### config.mk
export PLATFORM = sky130hd
export DESIGN_NAME = adder_arbiter_flat
export DESIGN_NICKNAME = d
export VERILOG_FILES = /design/src/rtl/adder_arb_pkg.sv /design/src/rtl/adder_arbiter_if.sv /design/src/rtl/adder_rr_picker.sv /design/src/rtl/adder_arbiter.sv /design/src/flat_wrapper.sv
export SDC_FILE = /design/constraint.sdc
export NUM_CORES = 1
export LEC_CHECK = 0
export CAP_MARGIN = 20
export CORE_MARGIN = 2
export CORE_UTILIZATION = 48
export CTS_BUF_LIST = sky130_fd_sc_hd__clkbuf_8
export DETAILED_ROUTE_END_ITERATION = 8
export PLACE_DENSITY = 0.91
export SYNTH_ARGS = -nofsm -noshare
export SYNTH_HDL_FRONTEND = slang
export SYNTH_SLANG_ARGS = --single-unit
### constraint.sdc
create_clock -name clk -period 3.2 [get_ports clk]
set_input_delay 0.8 -clock clk [delete_from_list [all_inputs] [get_ports clk]]
set_output_delay 0.8 -clock clk [all_outputs]
set_load 0.05 [all_outputs]
### src/rtl/adder_arb_pkg.sv
// Shared types and sizing helpers for the adder arbiter.
// Optional overflow flag: define ADDER_OVF_EN.
package adder_arb_pkg;

  typedef enum logic [1:0] {
    IDLE,
    ADD,
    RESP
  } state_e;

  localparam int WIDTH_DEF = 32;
  localparam int NREQ_DEF  = 3;

  function automatic int id_w(input int n);
    return (n < 2) ? 1 : $clog2(n);
  endfunction

endpackage

### src/rtl/adder_arbiter_if.sv
// Request/response bundle between requesters and the shared adder.
// Optional overflow flag: define ADDER_OVF_EN.
interface adder_arbiter_if
  import adder_arb_pkg::*;
#(
  parameter int NREQ  = NREQ_DEF,
  parameter int WIDTH = WIDTH_DEF
);
  localparam int IDW = id_w(NREQ);

  logic [NREQ-1:0]       req_valid;
  logic [NREQ*WIDTH-1:0] req_in1;
  logic [NREQ*WIDTH-1:0] req_in2;
  logic [NREQ-1:0]       req_ready;
  logic                  rsp_valid;
  logic                  rsp_ready;
  logic [IDW-1:0]        rsp_id;
  logic [WIDTH-1:0]      rsp_sum;
  logic                  busy;
`ifdef ADDER_OVF_EN
  logic                  rsp_ovf;
`endif

  modport master (
    output req_valid,
    output req_in1,
    output req_in2,
    output rsp_ready,
    input  req_ready,
    input  rsp_valid,
    input  rsp_id,
    input  rsp_sum,
    input  busy
`ifdef ADDER_OVF_EN
    , input rsp_ovf
`endif
  );

  modport slave (
    input  req_valid,
    input  req_in1,
    input  req_in2,
    input  rsp_ready,
    output req_ready,
    output rsp_valid,
    output rsp_id,
    output rsp_sum,
    output busy
`ifdef ADDER_OVF_EN
    , output rsp_ovf
`endif
  );

endinterface

### src/rtl/adder_rr_picker.sv
// Rotating-priority pick: first valid requester at or after rr_ptr.
// Optional overflow flag elsewhere: ADDER_OVF_EN (not used here).
module adder_rr_picker
  import adder_arb_pkg::*;
#(
  parameter int NREQ = NREQ_DEF,
  localparam int IDW = id_w(NREQ)
) (
  input  logic [NREQ-1:0] req_valid,
  input  logic [IDW-1:0]  rr_ptr,
  output logic [IDW-1:0]  grant,
  output logic            any_valid
);

  int idx;

  // scan far-to-near so the nearest valid slot wins
  always_comb begin
    grant     = '0;
    any_valid = 1'b0;
    idx       = 0;
    for (int k = NREQ - 1; k >= 0; k--) begin
      idx = (int'(rr_ptr) + k) % NREQ;
      if (req_valid[idx]) begin
        grant     = IDW'(idx);
        any_valid = 1'b1;
      end
    end
  end

endmodule

### src/rtl/adder_arbiter.sv
// One shared adder, round-robin among requesters, registered sum.
// Optional signed-overflow flag: define ADDER_OVF_EN.
module adder_arbiter
  import adder_arb_pkg::*;
#(
  parameter int NREQ  = NREQ_DEF,
  parameter int WIDTH = WIDTH_DEF
) (
  input logic          clk,
  input logic          rst_n,
  adder_arbiter_if.slave bus
);
  localparam int IDW = id_w(NREQ);

  state_e           state_q, state_d;
  logic [IDW-1:0]   rr_ptr_q, rr_ptr_d;
  logic [IDW-1:0]   grant_q, grant_d;
  logic [IDW-1:0]   rsp_id_q, rsp_id_d;
  logic [WIDTH-1:0] a_q, a_d;
  logic [WIDTH-1:0] b_q, b_d;
  logic [WIDTH-1:0] sum_q, sum_d;
  logic             ovf_q, ovf_d;
  logic [IDW-1:0]   grant;
  logic             any_valid;
  logic [NREQ-1:0]  req_ready;

  adder_rr_picker #(.NREQ(NREQ)) u_pick (
    .req_valid (bus.req_valid),
    .rr_ptr    (rr_ptr_q),
    .grant     (grant),
    .any_valid (any_valid)
  );

  // next-state, operand capture and add
  always_comb begin
    state_d   = state_q;
    rr_ptr_d  = rr_ptr_q;
    grant_d   = grant_q;
    rsp_id_d  = rsp_id_q;
    a_d       = a_q;
    b_d       = b_q;
    sum_d     = sum_q;
    ovf_d     = ovf_q;
    req_ready = '0;
    unique case (state_q)
      IDLE: begin
        if (any_valid) begin
          req_ready[grant] = 1'b1;
          a_d     = bus.req_in1[int'(grant)*WIDTH +: WIDTH];
          b_d     = bus.req_in2[int'(grant)*WIDTH +: WIDTH];
          grant_d = grant;
          state_d = ADD;
        end
      end
      ADD: begin
        sum_d    = a_q + b_q;
        ovf_d    = (a_q[WIDTH-1] == b_q[WIDTH-1]) &&
                   (sum_d[WIDTH-1] != a_q[WIDTH-1]);
        rsp_id_d = grant_q;
        rr_ptr_d = (grant_q == IDW'(NREQ - 1)) ?
                   '0 : grant_q + 1'b1;
        state_d  = RESP;
      end
      RESP: begin
        if (bus.rsp_ready) state_d = IDLE;
      end
      default: state_d = IDLE;
    endcase
  end

  // state and datapath registers
  always_ff @(posedge clk or negedge rst_n) begin
    if (!rst_n) begin
      state_q  <= IDLE;
      rr_ptr_q <= '0;
      grant_q  <= '0;
      rsp_id_q <= '0;
      a_q      <= '0;
      b_q      <= '0;
      sum_q    <= '0;
      ovf_q    <= 1'b0;
    end else begin
      state_q  <= state_d;
      rr_ptr_q <= rr_ptr_d;
      grant_q  <= grant_d;
      rsp_id_q <= rsp_id_d;
      a_q      <= a_d;
      b_q      <= b_d;
      sum_q    <= sum_d;
      ovf_q    <= ovf_d;
    end
  end

  assign bus.req_ready = req_ready;
  assign bus.rsp_valid = (state_q == RESP);
  assign bus.busy      = (state_q != IDLE);
  assign bus.rsp_id    = rsp_id_q;
  assign bus.rsp_sum   = sum_q;
`ifdef ADDER_OVF_EN
  assign bus.rsp_ovf   = ovf_q;
`else
  logic unused_ovf;
  assign unused_ovf    = ovf_q;
`endif

endmodule

### src/flat_wrapper.sv
// flat-port wrapper written by rule: the top's interface ports become plain ports
module adder_arbiter_flat import adder_arb_pkg::*;
#(
  parameter int NREQ  = NREQ_DEF,
  parameter int WIDTH = WIDTH_DEF
)
  (clk, rst_n, bus_req_valid, bus_req_in1, bus_req_in2, bus_rsp_ready, bus_req_ready, bus_rsp_valid, bus_rsp_id, bus_rsp_sum, bus_busy);
  adder_arbiter_if #(.NREQ(NREQ), .WIDTH(WIDTH)) bus_i ();
  input logic clk;
  input logic rst_n;
  input wire logic [$bits(bus_i.req_valid)-1:0] bus_req_valid;
  input wire logic [$bits(bus_i.req_in1)-1:0] bus_req_in1;
  input wire logic [$bits(bus_i.req_in2)-1:0] bus_req_in2;
  input wire logic [$bits(bus_i.rsp_ready)-1:0] bus_rsp_ready;
  output wire logic [$bits(bus_i.req_ready)-1:0] bus_req_ready;
  output wire logic [$bits(bus_i.rsp_valid)-1:0] bus_rsp_valid;
  output wire logic [$bits(bus_i.rsp_id)-1:0] bus_rsp_id;
  output wire logic [$bits(bus_i.rsp_sum)-1:0] bus_rsp_sum;
  output wire logic [$bits(bus_i.busy)-1:0] bus_busy;
  assign bus_i.req_valid = bus_req_valid;
  assign bus_i.req_in1 = bus_req_in1;
  assign bus_i.req_in2 = bus_req_in2;
  assign bus_i.rsp_ready = bus_rsp_ready;
  assign bus_req_ready = bus_i.req_ready;
  assign bus_rsp_valid = bus_i.rsp_valid;
  assign bus_rsp_id = bus_i.rsp_id;
  assign bus_rsp_sum = bus_i.rsp_sum;
  assign bus_busy = bus_i.busy;
  adder_arbiter #(.NREQ(NREQ), .WIDTH(WIDTH)) u_core (.clk(clk), .rst_n(rst_n), .bus(bus_i));
endmodule
# [Word-level counts from Yosys, hierarchy flattened]
# Index checks and enable logic that the tools add are counted.
# W data, S select, Z words.
[classes] n_addsub=4 n_mul=0 n_div=3 order_cmp=5 eq_ne=5 shifts=2 mux=23 n_bitwise=0 reduce_logical=5
[op_table] op="$shiftx A96 B8 Y32" count=2
[op_table] op="$lt A32 B4 Y1 const B" count=3
[op_table] op="$mod A32 B3 Y32 const B" count=2
[op_table] op="$add A32 B32 Y32" count=1
[op_table] op="$mod A3 B3 Y32 const B" count=1
[op_table] op="$mux W2" count=6
[op_table] op="$mux W1" count=10
[op_table] op="$bmux W1 S2" count=3
[op_table] op="$mux W3" count=2
[op_table] op="$pmux W2 S3" count=1
[op_table] op="$eq A2 B2 Y1 const B" count=2
[op_table] op="$reduce_and A2 Y1" count=2
[op_table] op="$add A2 B1 Y3 const B" count=1
[op_table] op="$add A2 B2 Y3 const B" count=1
[op_table] op="$lt A2 B3 Y1 const B" count=1
[op_table] op="$add A2 B1 Y2 const B" count=1
[op_table] op="$demux W1 S2" count=1
[op_table] op="$eq A2 B1 Y1 const B" count=1
[op_table] op="$ge A2 B1 Y1 const B" count=1
[op_table] op="$logic_not A2 Y1" count=1
[op_table] op="$ne A2 B1 Y1 const B" count=1
[op_table] op="$ne A2 B2 Y1 const B" count=1
[op_table] op="$reduce_bool A2 Y1" count=1
[op_table] op="$logic_and A1 B1 Y1" count=1
[word_totals] regBits=104 latch_bits=0 mem_bits_rw=0 rom_bits=0 inputBits=198 wordCells=54 memories=0

# [Logic depth before layout (Yosys ltp)]
[depth] word_depth=14 ltp_mapped=9 depth_no_buf=8

# [By module]
# Synthesis repeated with hierarchy kept, for this count alone.
[unflattened] hier_cells=853 hier_area_um2=7088.0
[by_module_without_submodules] module="adder_arbiter" instances=1 cells_per_inst=824 area_each_um2=6865.3 seq_area_each_um2=2602.5
[by_module_without_submodules] module="adder_rr_picker" instances=1 cells_per_inst=29 area_each_um2=222.7 seq_area_each_um2=0.0

# [Worst setup path after synthesis]
# OpenSTA, ideal clock, no wires.
[synth_path] path_kind="input port to output port" from="in bus_req_valid[2]" to="out bus_req_ready[1]" t_arrival_ns=2.869 required_time_ns=2.400 setup_slack_ns=-0.469 cell_stages=6 cell_sequence="nor2_1 maj3_1 nand2_1 o211ai_1 clkbuf_1 nor3b_1"
[synth_via] elab_chain_cells=12
[synth_rtl] item="from (decl)" line_no="flat_wrapper.sv:11" rtl="input wire logic [$bits(bus_i.req_valid)-1:0] bus_req_valid;"
[synth_rtl] item="$bmux W1 S2" line_no="adder_rr_picker.sv:24" rtl="if (req_valid[idx]) begin"
[synth_rtl] item="$mux W1 (implied by the code) (2 in a row)" line_no="adder_rr_picker.sv:24"
[synth_rtl] item="$mux W2 (3 in a row)" line_no="adder_rr_picker.sv:24"
[synth_rtl] item="$lt A2 B3 Y1 (implied by the code) or $ge A2 B1 Y1 (tied branches)" line_no="adder_arbiter.sv:48" rtl="req_ready[grant] = 1'b1;"
[synth_rtl] item="$logic_and A1 B1 Y1 (implied by the code)" line_no="adder_arbiter.sv:48"
[synth_rtl] item="$mux W1 (implied by the code)" line_no="adder_arbiter.sv:48"
[synth_rtl] item="$demux W1 S2"
[synth_rtl] item="$mux W3 (*)" line_no="adder_arbiter.sv:47" rtl="if (any_valid) begin"
[synth_rtl] item="$mux W3 (*)" line_no="adder_arbiter.sv:45" rtl="unique case (state_q)"
[synth_rtl] item="to (decl)" line_no="flat_wrapper.sv:15" rtl="output wire logic [$bits(bus_i.req_ready)-1:0] bus_req_ready;"
# Mark *: on every way between the ends. The rest lies on a longest branch, timed or not. The select of a mux whose other input is x is not followed.

# [Worst setup path after layout]
[layout_path] from="in bus_req_valid[0]" to="out bus_req_ready[1]"
# Same word-level chain as after synthesis.

==> run_results.csv <==
group,metric,value,unit
synthesis,synth.top_cells.by_count,"124 x nand2_1, 104 x dfrtp_1, 91 x o21ai_0",
finish,multi_input_comb_area,0.004413,mm^2
grt,grt_max_degree,77,
clocking,hold_buffers,0,
placed_design,post-dp-hpwl,16700,um
floorplan,fp.dieW,126.8,um
finish,fillCellCount,1110,
sta,hold_ws,0.4123,ns
sta,final-hold-violation-count,0,
synthesis,async_flop_share,100.0,%
synthesis,ys_ff_latch,104,
grt,grt_pass1_vias,6919,
routing,first_pass_iters,5,
critical_path,crit_arrival,2.31,ns
clocking,h-tree-depth,3,
sta,worstMarginPinSlew,0.7298,ns
critical_path,r2r_start,"u_core.b_q[0]",
routing,antenna_left,0,
finish,n_antenna_cell,0,
clocking,cts.clk_slew.worst_paths,0.12,ns
floorplan,coreArea,0.01464,mm^2
critical_path,cp-startpoint,"bus_req_valid[0]",
sta,fmax,321.7,MHz
floorplan,die_y,126.8,um
power,max-vdd-ir-drop,0.8308,mV
power,intPower,5389,uW
synthesis,mappedNetlistArea,0.007241,mm^2
synthesis,synth.distinct_cells,65,
critical_path,critPathKind,"in -> out",
clocking,cts_tree,"yes",
grt,grt_pass1_wl,34490,um
synthesis,yosys_warnings,0,
finish,final_core_util,68.98,%
grt,grt-ovfl-total,0,
power,comb_power_share,68.5,%
power,pwr-share-clk,9.0,%
critical_path,endpoint_kind,"output port",
grt,antenna_found_initial,1,
sta,relSlewSlack,51.35,%
sta,finalCritPeriodShare,97.15,%
clocking,clockBufferDepth,2,
sta,fin_crit,3.109,ns
synthesis,postSynthCellCount,782,
placed_design,dpl_cell_area,0.009833,mm^2
synthesis,synth.avg_cell_area,9.259,um^2
floorplan,row_count,44,
critical_path,cp_data_required_time,2.40,ns
placed_design,port_buffers,236,
outcome,status,"finished, final reports clean",
sta,fin_skew,0.01977,ns
routing,drtIter0Drc,477,
power,leakage,0.004527,uW
clocking,cts_setup_buffers,0,
routing,vias,6767,
critical_path,crit_path_start_kind,"input pin",
clocking,insertion_delay,0.41,ns
clocking,cts_root_buf,"clkbuf_8",
routing,drc,0,
floorplan,initial_utilization,49.44,%
power,swShare,50.30,%
synthesis,synth_edf_count,0,
power,p_per_area,1073,mW/mm^2
power,power_frac_seq,22.5,%
power,p_sw,5453,uW
flow_run,cap_violations,0,
clocking,cts_num_sinks,104,
finish,seq_area,0.002603,mm^2
sta,setup_violations,0,
floorplan,io_pins,237,
clocking,numCtsBuffers,9,
synthesis,yosys-top-cells-area,"dfrtp_1 36%, mux2_2 10%, mux2i_1 9.0%",
routing,wire_per_inst,18.05,um
critical_path,cp_max_fo,5,
routing,vias_per_cell,5.706,
sta,drv_slew,0,
sta,setup_tns,0,ns
synthesis,synth.most_common_cell,"nand2_1",
synthesis,synthFlopType,"dfrtp_1",
synthesis,syn-num-nets,1014,
finish,drive_gt1_share,12.97,%
finish,final_area,0.01010,mm^2
worst_hold_path,hold_class,"in -> async",
floorplan,die_area,0.01608,mm^2
routing,wl,21410,um
placed_design,place_congestion,0.9057,
finish,nets,1229,
finish,area_growth_syn_to_layout,39.50,%
synthesis,yosys.area.top_type,"dfrtp_1",
synthesis,yosysSeqAreaShare,35.94,%
synthesis,yosysTopAreaCellShare,35.94,%
grt,grtUsageTotal,26.75,%
## logic make-up after synthesis
| family | synth area share (%) |
|---|---|
| buf+inv | 3.871 |
| flops | 35.94 |
| simple gates | 13.65 |
| xor+xnor | 1.814 |
| compound gates | 19.53 |
| fa+ha+maj | 6.255 |
| mux | 18.94 |
## final timing paths
| check | endpoint | slack (ns) | cells after the start |
|---|---|---|---|
| setup / recovery | bus_req_ready[1] | 0.09 | 7 |
| hold / removal | u_core.bus.rsp_sum[15] | 0.41 | 1 |
| min in group clk | u_core.bus.rsp_sum[8] | 0.48 | 2 |
| hold reg to reg | u_core.bus.rsp_sum[8] | 0.48 | 2 |
| max in group asynchronous | u_core.a_q[28] | 2.05 | 2 |
| setup reg to reg | u_core.bus.rsp_sum[18] | 0.32 | 8 |
## registers in the layout (all words and copies together) (netlist names)
| register | count |
|---|---|
| u_core.bus.rsp_sum | 32 |
| u_core.b_q | 32 |
| u_core.grant_q | 2 |
| u_core.bus.rsp_id | 2 |
| u_core.rr_ptr_q | 2 |
| u_core.state_q | 2 |
| u_core.a_q | 32 |
## what timing repair did
item,CTS,global route
setup endpoints to repair,3,3
pin swaps,1,4
gates resized for setup,3,8
endpoints found under the hold margin,0,0
## area by class of cell
cell class,count,share of cell area [%]
inverter,11,0.4088
sequential,104,25.77
timing repair buffer,255,25.50
multi-input combinational,616,43.69
tap,184,2.279
clock inverter,7,1.127
clock buffer,9,1.226
## cells in the final DEF, fill, tap and decap left out, types with 3 or more instances in the layout
| cell | count |
|---|---|
| nand3_1 | 16 |
| xnor2_1 | 10 |
| xor2_1 | 5 |
| nor3_1 | 10 |
| o31ai_1 | 6 |
| nand4_1 | 8 |
| buf_12 | 5 |
| ha_1 | 31 |
| a31oi_1 | 4 |
| nor2_1 | 19 |
| mux2i_1 | 65 |
| a211oi_1 | 7 |
| o21ai_1 | 7 |
| clkbuf_8 | 9 |
| mux2_2 | 64 |
| nand2_1 | 124 |
| dfrtp_1 | 104 |
| o21a_1 | 10 |
| inv_1 | 10 |
| and3_1 | 5 |
| o22ai_1 | 3 |
| o211ai_1 | 13 |
| or3_1 | 6 |
| a21o_1 | 11 |
| nor4_1 | 3 |
| nor3b_1 | 6 |
| o21ai_0 | 91 |
| buf_4 | 16 |
| clkdlybuf4s50_1 | 230 |
| a21oi_1 | 37 |
| nand2b_1 | 4 |
## power groups by stage
stage	clock network, uW	logic, uW	registers (uW)
floorplan	0	4620	3020
global placement	0	7120	2410
detailed placement	0	7300	2440
CTS	991	7330	2420
global route	1040	8100	2500
finish	976	7430	2440
## per-stage QoR
stage	setup WS, ns	cells	power [uW]
floorplan	0.03962	782	7638
global placement	-0.03273	1170	9521
detailed placement	-0.05522	1170	9739
CTS	0.006289	1186	10750
global route	-0.06714	1186	11650
finish	0.09112	1186	10840
## critical path, cell delays in order
cell	delay, ns
clkdlybuf4s50_1	0.48
inv_1	0.06
a211oi_1	0.25
a31oi_1	0.10
nand3_4	0.12
nor3b_2	0.27
clkbuf_16	0.22
## routing by layer
layer  global-route usage, %  wire (um)  up-vias
met5                       0         13        -
met2                   44.34      10450      237
met1                   34.34       8997     3200
met4                   8.016        472        2
met3                   7.296       1470       36
li1                        -          -     3292
No activity file was read; power rests on OpenSTA's default activity.
